## src/rtl/mpic_prio_ctrl.sv

```systemverilog
// rtl/mpic_prio_ctrl.sv - interrupt priority/nesting controller with Wishbone register slave
module mpic_prio_ctrl #(
  parameter int NIRQ  = 5,
  parameter int VEC_W = 3
) (
  input  logic             clk_i,
  input  logic             rst_n_i,
  input  logic [1:0]       wb_adr_i,
  input  logic [15:0]      wb_dat_i,
  output logic [15:0]      wb_dat_o,
  input  logic [1:0]       wb_sel_i,
  input  logic             wb_we_i,
  input  logic             wb_cyc_i,
  input  logic             wb_stb_i,
  output logic             wb_ack_o,
  input  logic [NIRQ-1:0]  irq_i,
  output logic             irq_o,
  output logic [VEC_W-1:0] irq_vec_o,
  input  logic             irq_ack_i
);

  localparam logic [1:0] ADR_PEND  = 2'd0;
  localparam logic [1:0] ADR_MASK  = 2'd1;
  localparam logic [1:0] ADR_INSVC = 2'd2;
  localparam logic [1:0] ADR_VEC   = 2'd3;

  typedef enum logic [1:0] {
    ST_IDLE = 2'd0,
    ST_REQ  = 2'd1,
    ST_ACKD = 2'd2
  } state_t;

  state_t           state_q, state_d;
  logic [NIRQ-1:0]  pend_q, pend_d;
  logic [NIRQ-1:0]  mask_q, mask_d;
  logic [NIRQ-1:0]  insvc_q, insvc_d;
  logic             irq_q, irq_d;
  logic [VEC_W-1:0] vec_q, vec_d;
  logic             ack_q, ack_d;

  logic [NIRQ-1:0]  blocked;
  logic [NIRQ-1:0]  eligible;
  logic [NIRQ-1:0]  eoi_bit;
  logic [NIRQ-1:0]  vec_oh;
  logic             valid;
  logic [VEC_W-1:0] cand;
  logic             vec_eligible;
  logic             accept;
  logic             wr;
  logic             run;

  // Byte selects and data bits above the source count carry no meaning here.
  logic unused_bits;
  assign unused_bits = ^{wb_sel_i, wb_dat_i[15:NIRQ]};

  assign wr = wb_cyc_i & wb_stb_i & wb_we_i & ~ack_q;

  // Priority resolution: a source is blocked by any in-service source of equal or higher priority.
  always_comb begin
    blocked = '0;
    eoi_bit = '0;
    vec_oh  = '0;
    run     = 1'b0;
    for (int i = 0; i < NIRQ; i++) begin
      if (insvc_q[i] && !run) eoi_bit[i] = 1'b1;
      run        = run | insvc_q[i];
      blocked[i] = run;
      if (vec_q == VEC_W'(i)) vec_oh[i] = 1'b1;
    end
    eligible = pend_q & mask_q & ~blocked;
    valid    = |eligible;
    cand     = '0;
    for (int i = NIRQ - 1; i >= 0; i--) begin
      if (eligible[i]) cand = VEC_W'(i);
    end
    vec_eligible = |(eligible & vec_oh);
  end

  // Presentation FSM: latch a candidate, hold it frozen until ack or withdrawal, then settle.
  always_comb begin
    state_d = state_q;
    irq_d   = irq_q;
    vec_d   = vec_q;
    accept  = 1'b0;
    case (state_q)
      ST_IDLE: begin
        if (valid) begin
          state_d = ST_REQ;
          vec_d   = cand;
          irq_d   = 1'b1;
        end
      end
      ST_REQ: begin
        if (irq_ack_i) begin
          state_d = ST_ACKD;
          irq_d   = 1'b0;
          accept  = 1'b1;
        end else if (!vec_eligible) begin
          state_d = ST_IDLE;
          irq_d   = 1'b0;
        end
      end
      ST_ACKD: begin
        state_d = ST_IDLE;
      end
      default: begin
        state_d = ST_IDLE;
        irq_d   = 1'b0;
      end
    endcase
  end

  // Register updates: live request lines always win over W1C and ack clears.
  always_comb begin
    ack_d   = wb_cyc_i & wb_stb_i & ~ack_q;
    mask_d  = mask_q;
    pend_d  = pend_q;
    insvc_d = insvc_q;
    if (wr && wb_adr_i == ADR_MASK) mask_d = wb_dat_i[NIRQ-1:0];
    if (wr && wb_adr_i == ADR_PEND) pend_d = pend_d & ~wb_dat_i[NIRQ-1:0];
    if (wr && wb_adr_i == ADR_VEC) insvc_d = insvc_d & ~eoi_bit;
    if (accept) begin
      pend_d  = pend_d & ~vec_oh;
      insvc_d = insvc_d | vec_oh;
    end
    pend_d = pend_d | irq_i;
  end

  // Read mux, combinational from the address.
  always_comb begin
    wb_dat_o = '0;
    case (wb_adr_i)
      ADR_PEND:  wb_dat_o = {{(16 - NIRQ){1'b0}}, pend_q};
      ADR_MASK:  wb_dat_o = {{(16 - NIRQ){1'b0}}, mask_q};
      ADR_INSVC: wb_dat_o = {{(16 - NIRQ){1'b0}}, insvc_q};
      ADR_VEC:   wb_dat_o = {valid, {(15 - VEC_W){1'b0}}, cand};
      default:   wb_dat_o = '0;
    endcase
  end

  // State registers, cleared immediately by reset.
  always_ff @(posedge clk_i or negedge rst_n_i) begin
    if (!rst_n_i) begin
      state_q <= ST_IDLE;
      pend_q  <= '0;
      mask_q  <= '0;
      insvc_q <= '0;
      irq_q   <= 1'b0;
      vec_q   <= '0;
      ack_q   <= 1'b0;
    end else begin
      state_q <= state_d;
      pend_q  <= pend_d;
      mask_q  <= mask_d;
      insvc_q <= insvc_d;
      irq_q   <= irq_d;
      vec_q   <= vec_d;
      ack_q   <= ack_d;
    end
  end

  assign irq_o     = irq_q;
  assign irq_vec_o = vec_q;
  assign wb_ack_o  = ack_q;

endmodule
```

## config.mk

```make
export PLATFORM = sky130hd
export DESIGN_NAME = mpic_prio_ctrl
export DESIGN_NICKNAME = d
export VERILOG_FILES = /design/src/rtl/mpic_prio_ctrl.sv
export SDC_FILE = /design/constraint.sdc
export NUM_CORES = 1
export LEC_CHECK = 0
export CAP_MARGIN = 20
export CORE_MARGIN = 2
export CORE_UTILIZATION = 30
export CTS_CLUSTER_DIAMETER = 150
export DETAILED_ROUTE_END_ITERATION = 10
export SLEW_MARGIN = 10
export SYNTH_ARGS = -nofsm -noshare
export SYNTH_HDL_FRONTEND = slang
export SYNTH_SLANG_ARGS = --single-unit
```

## constraint.sdc

```tcl
create_clock -name clk_i -period 1.8 [get_ports clk_i]
set_input_delay 0.36 -clock clk_i [delete_from_list [all_inputs] [get_ports clk_i]]
set_output_delay 0.36 -clock clk_i [all_outputs]
set_load 0.05 [all_outputs]
```

# Word-level counts from Yosys, hierarchy flattened
# Cells that the tools add are included.
[totals] ff_bits=22 elab_cells=89
[classes] eq_ne=11 mux=30 n_bitwise=22 n_reduce_logical=19
[op_table] cell="case mux 16 bit (4 select lines)" n=1
[op_table] cell="AND 5 bit" n=6
[op_table] cell="two-way mux 5 bit" n=4
[op_table] cell="NOT 5 bit" n=4
[op_table] cell="two-way mux 1 bit" n=15
[op_table] cell="two-way mux 3 bit" n=5
[op_table] cell="OR 5 bit" n=2
[op_table] cell="OR reduction 5 bit" n=2
[op_table] cell="logical AND 1 bit" n=7
[op_table] cell="equality test 2 bit, second input constant" n=3
[op_table] cell="equality test 3 x 2 -> 1 bit, second input constant" n=2
[op_table] cell="two-way mux 2 bit" n=3
[op_table] cell="AND 1 bit" n=4
[op_table] cell="equality test 2 x 1 -> 1 bit, second input constant" n=2
[op_table] cell="zero test 1 bit" n=4
[op_table] cell="zero test 2 bit" n=2
[op_table] cell="OR 1 bit" n=4
[op_table] cell="case mux 2 bit (2 select lines)" n=1
[op_table] cell="AND reduction 2 bit" n=2
[op_table] cell="equality test 3 x 1 -> 1 bit, second input constant" n=1
[op_table] cell="equality test 3 bit, second input constant" n=1
[op_table] cell="zero test 3 bit" n=1
[op_table] cell="!= test 3 bit, second input constant" n=1
[op_table] cell="case mux 1 bit (3 select lines)" n=1
[op_table] cell="other kinds (3)" n=4

# Depth between registers and ports, before layout
# Gate-level depths: netlist (run 1).
[logic_depth] word_depth=12 depth_mapped=6 mapped_depth_nobuf=5

# Least setup slack after synthesis (run 1)
# Ideal clock, no wire load.
[synth_path] path_type="register to output" start="register insvc_q[0]" end="output wb_dat_o[0]" arrival_time_ns=1.799 required_ns=1.440 path_slack_ns=-0.359 stages_incl_launch_ff=7 n_path_buf=1 cell_sequence="dfrtp_1 -> buf_6 -> nor3_2 -> nand3_1 -> nor2b_1 -> o21a_1 -> mux4_1"
[synth_between] elab_chain_len=10
[synth_rtl] element="start, declared" line="36" rtl="logic [NIRQ-1:0] insvc_q, insvc_d;"
[synth_rtl] element="start signal, assigned" line="155" rtl="insvc_q <= insvc_d;"
[synth_rtl] element="OR 1 bit (3 in a row)" line="66" rtl="run = run | insvc_q[i];"
[synth_rtl] element="NOT 5 bit" line="70" rtl="eligible = pend_q & mask_q & ~blocked;"
[synth_rtl] element="AND 5 bit" line="70"
[synth_rtl] element="two-way mux 3 bit (4 in a row)" line="74" rtl="if (eligible[i]) cand = VEC_W'(i);"
[synth_rtl] element="case mux 16 bit (4 select lines) *" line="132" rtl="case (wb_adr_i)"
[synth_rtl] element="end, declared" line="10" rtl="output logic [15:0] wb_dat_o,"
# Mark *: on every way between the ends. The rest lies on a longest branch, timed or not. The select of a mux whose other input is x is not followed.

# Worst setup path in the final report (run 1)
[layout_path] start="register insvc_q[1]" end="output wb_dat_o[2]"
[layout_between] elab_chain_len=12
[layout_rtl] element="OR 1 bit *" line="66"
[layout_rtl] element="OR 1 bit (3 in a row)" line="66"
[layout_rtl] element="NOT 5 bit *" line="70"
[layout_rtl] element="AND 5 bit *" line="70"
[layout_rtl] element="two-way mux 3 bit (3 in a row)" line="74"
[layout_rtl] element="two-way mux 3 bit * (2 in a row)" line="74"
[layout_rtl] element="case mux 16 bit (4 select lines) *" line="132"
# Marks and branches as above.

==> impl_metrics.yaml, run 1 <==
detailed_routing:
  drcViolationCount: 0
  wirelength_um: 3430
  wire_per_inst_um: 14.06
  vias_per_cell: 4.857
  first_iter_violations: 33
  vias: 1185
  firstDrtPassIters: 4
  ant_nets: 0
synthesis:
  synth_ff_type: "dfrtp_1"
  netlist_area_um2: 1319
  synth_seq_cells: 22
  synth_warnings: 0
  synth_area_leaders: "dfrtp_1 42%, buf_4 5.7%, nand2_1 5.7%"
  synth_largest_area_cell: "dfrtp_1"
  synthCells: 126
  synth_edf_count: 0
  synthTopCellsByCount: "22 x dfrtp_1, 20 x nand2_1, 10 x buf_4"
  synth.most_common_cell: "dfrtp_1"
  syn_area_per_cell_um2: 10.47
  synth-seq-area-share_pct: 41.75
  yosys.area.top_type_share_pct: 41.75
  ys_types: 42
  synth-async-reset-ratio_pct: 100.0
clocking:
  cts.sinks: 22
  htreeDepth: 1
  worst_skew_pair.late_latency_ns: 0.26
  tritoncts: "done"
  cts_root_buf: "clkbuf_8"
  clockBufferDepth: 2
  numCtsBuffers: 3
  hold_buffers: 0
  cts.clk_slew.worst_paths_ns: 0.08
pwr:
  leakage_nw: 0.9068
  power_mw: 2.619
  pwr_density_cell_nw_per_um2: 1281
  vdd_drop_max_uv: 476.3
critical_path:
  end_kind: "output pin"
  rr_endpoint: "irq_vec_o[0]"
  critPathKind: "flip-flop to output pin"
  crit_required_ns: 1.44
  r2r_start: "insvc_q[0]"
  arrival_ns: 2.02
  r2r_cells: 7
  cp_max_fo: 5
  critPathLaunchType: "flip-flop"
  cp-startpoint: "insvc_q[1]"
  endpoint: "wb_dat_o[2]"
  rrSetupSlack_ns: -0.10
die:
  initial_core_util_pct: 30.71
  die_w_um: 70.30
  num_rows: 24
  coreArea_um2: 4294
  pin_count: 52
  die_h_um: 70.30
  dieArea_um2: 4942
global_route:
  grt_pass1_wl_um: 5892
  grt_overflow: 0
  grt_pass1_vias: 1239
  track_usage_pct: 14.91
  grt_max_degree: 23
  antenna_found_initial: 0
timing:
  finalSetupTns_ns: -2.364
  hold_slack_ns: 0.4432
  period_needed_ns: 2.376
  fin_skew_ns: 0.004139
  slew_viol_final: 0
  rsz0062_at_grt: "yes"
  hold_viol_final: 0
  fmax_mhz: 420.8
  period_share_pct: 132.0
  fin_ws_ns: -0.5762
  setup_viol: 6
place:
  dp_cells: 235
  place_ws_ns: -0.4181
  portBuffers: 28
  hpwl_um: 2590
  routabilityCongestion: 0.8173
run:
  max-cap-violations: 0
finish:
  antenna_cells: 0
  n_fill_cell: 400
  drive_gt1_share_pct: 46.35
  final_cells: 244
  synthToLayoutAreaGrowth_pct: 55.03
  nNetsFinal: 224
status:
  status: "complete, but fails checks"
  violations: "setup timing"
min_path:
  hp-class: "input pin to asynchronous set/reset pin"
## stage by stage
step	util, %	area [um2]
after floorplan	-	1355
after global placement	43.41	1864
after detailed placement	43.41	1864
after CTS	47.06	2021
after global routing	47.61	2044
final	47.61	2044
## sequential cells by signal, summed over array words and instances (netlist names)
signal and flops:
insvc_q 5, mask_q 5, pend_q 5, irq_vec_o 3
state_q 2, irq_o 1, wb_ack_o 1
## cell type report
class                      instances  area [um2]  share of cell area (%)
clock buffer                       4       55.05                   2.693
timing repair buffer              68       626.9                   30.66
multi-input combinational         96       737.0                   36.05
sequential                        22       553.0                   27.05
tap                               52       65.06                   3.182
inverter                           2       7.507                  0.3672
## cell usage in the layout, fill, tap and decap left out, drive strengths merged, types with 4 or more instances in the layout
cell type	instances
a31o	5
buf	52
clkbuf	4
clkdlybuf4s50	15
conb	10
dfrtp	22
mux2	7
nand2	20
nand3	6
nor2	7
o21ai	5
## power by group
part           switching [mW]  internal, mW  leakage, nW  total (mW)
clock                   0.164         0.195       0.0288       0.358
combinational           0.729         0.734        0.619        1.46
sequential              0.172         0.626        0.259       0.798
total                    1.06          1.55        0.907        2.62
## kinds of logic after synthesis
| kind of cell | after synthesis | synth area share, % |
|---|---|---|
| AOI/OAI and AO/OA | 21 | 11.77 |
| and+or+nand+nor | 53 | 23.53 |
| DFF | 22 | 41.75 |
| other | 1 | 0.2844 |
| muxes | 12 | 12.90 |
| buffers and inverters | 17 | 9.773 |
## metal layers
metal,share of wire [%],GRT usage (%),wire length (um)
met3,4.5,2.020,156
met5,0,0,0
met1,43,19.78,1473
met2,52,25.79,1783
met4,0.50,3.205,17
## worst max-delay path, cell delays in order (launching register included)
cell and delay, ns:
dfrtp_2 0.46, nor4_4 0.32, nand3_2 0.17, nand3_2 0.12, nor2_4 0.04, mux4_2 0.48
buf_8 0.17
## worst min path at each step
stage                       start      endpoint  slack, ns  cells past startpoint
final                     rst_n_i     pend_q[2]       0.44                      2
after CTS                 rst_n_i     pend_q[3]       0.45                      2
after global placement      irq_o         irq_o       0.51                      2
after global routing      rst_n_i  irq_vec_o[1]       0.46                      2
after detailed placement    irq_o         irq_o       0.54                      2
after floorplan           rst_n_i    insvc_q[0]       0.06                      0
## timing repair
| item | in CTS | in global routing |
|---|---|---|
| hold endpoints to repair | 0 | 0 |
| resized for setup | 21 | 6 |
| buffers inserted | 4 | 3 |
| setup endpoints to repair | 9 | 9 |
| pin swaps | 6 | 5 |
Note: power is estimated with default switching activity, not from simulation.
==> inputs of run 2 (changes only) <==
- DONT_BUFFER_PORTS: default -> 1
- PLACE_DENSITY_LB_ADDON: default -> 0.1
==> impl_metrics.yaml, run 2 (synthesis gave the netlist of run 1 again) <==
detailed_routing:
  wirelength_um: 3170
  firstDrtPassIters: 4
  drcViolationCount: 0
  wl_met3_um: 134
  vias_per_cell: 4.789
  wire_per_inst_um: 14.54
  drt-met1-wl_um: 1464
  routed.top_layer: "met4"
  first_iter_violations: 54
  vias: 1044
  met2_length_um: 1515
  ant_nets: 0
finish:
  mostFrequentLayoutCell: "buf_4"
  antenna_cells: 0
  nNetsFinal: 198
  synthToLayoutAreaGrowth_pct: 34.72
  drive_gt1_share_pct: 46.99
  final_cells: 218
  reg_top3: "insvc_q: 5 flops, mask_q: 5 flops, pend_q: 5 flops"
  final_cell_mix: "33 x buf_4, 20 x nand2_1, 19 x dfrtp_1, 10 x conb_1, 6 x nor2_1"
  n_fill_cell: 448
pwr:
  seq_power_share_pct: 34.4
  leakage_nw: 0.7906
  power_mw: 2.421
  power.internal_mw: 1.419
  vdd_drop_max_uv: 455.9
  p_clk_share_pct: 13.3
  p_sw_share_pct: 41.39
  pwr_density_cell_nw_per_um2: 1362
  p_comb_share_pct: 52.3
  power.net_switching_mw: 1.002
timing:
  slew_headroom_pct: 56.41
  hold_viol_final: 0
  setup_viol: 6
  tightest_slew_ns: 0.6517
  finalSetupTns_ns: -2.112
  fin_skew_ns: 0.002192
  period_needed_ns: 2.413
  rsz0062_at_grt: "yes"
  fin_ws_ns: -0.6134
  fmax_mhz: 414.4
  period_share_pct: 134.1
  slew_viol_final: 0
critical_path:
  critPathLaunchType: "flip-flop"
  cp_common_cell: "nand3_2"
  end_kind: "output pin"
  path_buf_inv: 2
  critPathKind: "flip-flop to output pin"
  cp_max_fo: 6
  cp_top_family: "simple AND/OR/NAND/NOR gates"
  crit_required_ns: 1.44
  cp_slowest_cell: "mux4_2"
  arrival_ns: 2.05
  path_cells: "buf_6 -> nor4_4 -> nand3_2 -> nand3_2 -> nor2_2 -> mux4_2 -> buf_12"
  slowest_delay_ns: 0.50
clocking:
  cts.clk_slew.worst_paths_ns: 0.08
  cts_root_buf: "clkbuf_8"
  clockBufferDepth: 2
  cts.sinks: 22
  numCtsBuffers: 3
  worst_skew_pair.late_latency_ns: 0.26
  htreeDepth: 1
  tritoncts: "done"
place:
  routabilityCongestion: 0.6926
  dp_cells: 209
  hpwl_um: 2488
  place_ws_ns: -0.3855
  portBuffers: 0
run:
  max-cap-violations: 0
die:
  coreArea_um2: 4294
  pin_count: 52
  die_w_um: 70.30
  die_h_um: 70.30
  dieArea_um2: 4942
  initial_core_util_pct: 30.71
  num_rows: 24
min_path:
  hp-class: "input pin to flip-flop"
global_route:
  grt_pass1_wl_um: 5285
  grt_overflow: 0
  grt_max_degree: 23
  antenna_found_initial: 0
  grt_pass1_vias: 1147
  track_usage_pct: 13.72
status:
  status: "complete, but fails checks"
  violations: "setup timing"
## run 2: routing by layer
layer / vias to the layer above / track usage (%)
met2: 24 / 22.43
met1: 503 / 17.50
met3: 5 / 2.886
met5: - / 0
li1: 512 / -
met4: 0 / 5.769
## run 2: what timing repair did
item,in CTS,in global routing
hold endpoints to repair,22,0
endpoints found under the setup margin,8,8
hold buffers,1,0
resized for setup,10,8
pin swaps,6,5
setup buffers,4,3
## run 2: worst paths after layout
| kind | to | slack [ns] | start | depth (start not counted) |
|---|---|---|---|---|
| worst max-delay path | wb_dat_o[2] | -0.61 | insvc_q[0] | 7 |
| worst min-delay path | pend_q[0] | 0.19 | irq_i[0] | 1 |
| worst max register to register | irq_o | -0.03 | insvc_q[0] | 9 |
| worst min register to register | mask_q[4] | 0.54 | mask_q[4] | 1 |
| max in group asynchronous | insvc_q[0] | 0.71 | rst_n_i | 2 |
| min in group asynchronous | irq_vec_o[0] | 0.56 | rst_n_i | 1 |
## run 2: final cells by class
class	instances	area, um2	area share (%)
clock buffers	4	45.04	2.535
inverters	2	7.507	0.4225
multi-input cells	96	730.7	41.13
flip-flops and latches	22	554.3	31.20
well taps	52	65.06	3.662
repair buffers	42	374.1	21.06
## run 2: power groups by stage
stage	registers, mW	clock network (mW)	logic (mW)
final	0.832	0.322	1.27
after floorplan	0.859	0	0.665
after global placement	0.826	0	1.11
after CTS	0.828	0.339	1.28
after global routing	0.859	0.358	1.35
after detailed placement	0.834	0	1.12
## run 2: worst reg2reg max path, cell delays in order, from the launching register on
cell	delay (ns)
dfrtp_2	0.46
buf_6	0.14
nor4_4	0.20
nand3_2	0.17
buf_4	0.17
buf_6	0.10
buf_4	0.13
o32ai_4	0.21
o211ai_1	0.12
nand3_2	0.09
## run 2: stage by stage
stage	utilization, %	hold slack (ns)	area [um2]
after floorplan	-	0.06441	1355
after global placement	37.59	0.06518	1614
after detailed placement	37.59	0.06547	1614
after CTS	40.53	0.1853	1740
after global routing	41.38	0.1811	1777
final	41.38	0.1919	1777
==> RTL change (settings of run 1) <==
Register the output `irq_o` once more; this adds one clock of latency there. The other outputs are not delayed to match.
--- a/src/rtl/mpic_prio_ctrl.sv
+++ b/src/rtl/mpic_prio_ctrl.sv
@@ -160,5 +160,7 @@
   end
 
-  assign irq_o     = irq_q;
+  always_ff @(posedge clk_i) begin
+    irq_o <= irq_q;
+  end
   assign irq_vec_o = vec_q;
   assign wb_ack_o  = ack_q;
Formal check against the unedited RTL: not equivalent (a bounded check fails within 4 cycles, from zero or initial values and one cycle with rst_n_i low).
==> RTL change against run 1 <==
  * The flow still finishes with violations (setup timing)
  * Setup slack is essentially flat
  * Sequential cell count grew 1
  * Design area shrank 3.7%
  * Maximum frequency is essentially flat
  * Register-to-register slack gained 30 ps
  * Clock power shrank 11%
  * Critical endpoint is now wb_dat_o[0]
  * Largest cell class unchanged
  * Power shrank 6.6%
  * Wire length shrank 1.9%
  * Largest power group unchanged
  * Synthesized cell count grew 0.79%
  * Synthesized area grew 1.5%
  * Global-route usage shrank 1.1 points
  * Sequential share of layout area grew 2.1 points
==> RTL change: results (changes against run 1) <==
multiplexer share of the synthesized area=12.7% (-0.19 points); total number of vias=1161 (-2.0%); Synth Instances=127 (+0.79%); nets@finish=222 (-0.89%); FFs w/ async S/R, synth=95.7% (-4.3 points); design internal power=1440 uW (-7.2%); fraction of area in registers=29.2% (+2.1 points); dpl cells=231 (-1.7%); Max rail drop VDD=370 uV (-22%); final worst setup slack=-576 ps (+0.0390 ps); CP top delay family=multiplexers; Detail Placement HPWL=2.60 mm (+0.44%); Clock group=320 uW (-11%); area of the multi-input gates=693 sq um (-5.9%); FF-to-FF Start=insvc_q[1]; number of non-clock buffers=65 (-4.4%); sequential element share of the synthesized area=42.6% (+0.87 points); routing usage on met3=2.28% (+0.26 points); final count of negative-setup-slack endpoints=6 (unchanged); Compound-Gate Fraction of Synth Area=11.6% (-0.18 points); met2 wire length=1.66 mm (-7.1%); clock skew=3.08 ps (-1.06 ps); reg-to-reg endpoint=irq_vec_o[1]; chip width=70.8 microns (+0.71%); first-pass GRT wire length=5.52 mm (-6.3%); M2 GR Usage=23.2% (-2.6 points); fillcell total=423 (+5.8%); clock network fraction of total power=13.1% (-0.6 points); routability cong.=0.840 (+2.8%); outcome=finished with violations; leak pwr=0.000874 uW (-3.7%); Yosys reg bits=23 (+4.5%); DR iter-0 viols=50 (+52%); violated checks=setup timing
-- RTL change: repair_timing --
action / 4_1_cts / 5_1_grt
pin swaps: 7 / 4
resized for setup: 13 / 1
setup buffers: 6 / 2
hold buffers: 0 / 0
setup endpoints to repair: 9 / 9
-- RTL change: per-stage QoR --
step | util, % | setup slack (ps) | TNS (ps)
final | 45.5 | -576 | -2160
after floorplan | - | -268 | -611
after global routing | 45.5 | -671 | -3070
after global placement | 42.4 | -373 | -4780
after CTS | 45.1 | -578 | -2020
after detailed placement | 42.4 | -394 | -5060
-- RTL change: worst max-delay path by stage --
stage,from,to,slack (ps),cells past startpoint
floorplan,insvc_q[0],wb_dat_o[0],-270,6
global placement,insvc_q[0],wb_dat_o[1],-370,5
CTS,insvc_q[0],wb_dat_o[2],-580,6
global route,insvc_q[1],wb_dat_o[2],-670,6
detailed placement,insvc_q[0],wb_dat_o[1],-390,5
finish,insvc_q[0],wb_dat_o[0],-580,6
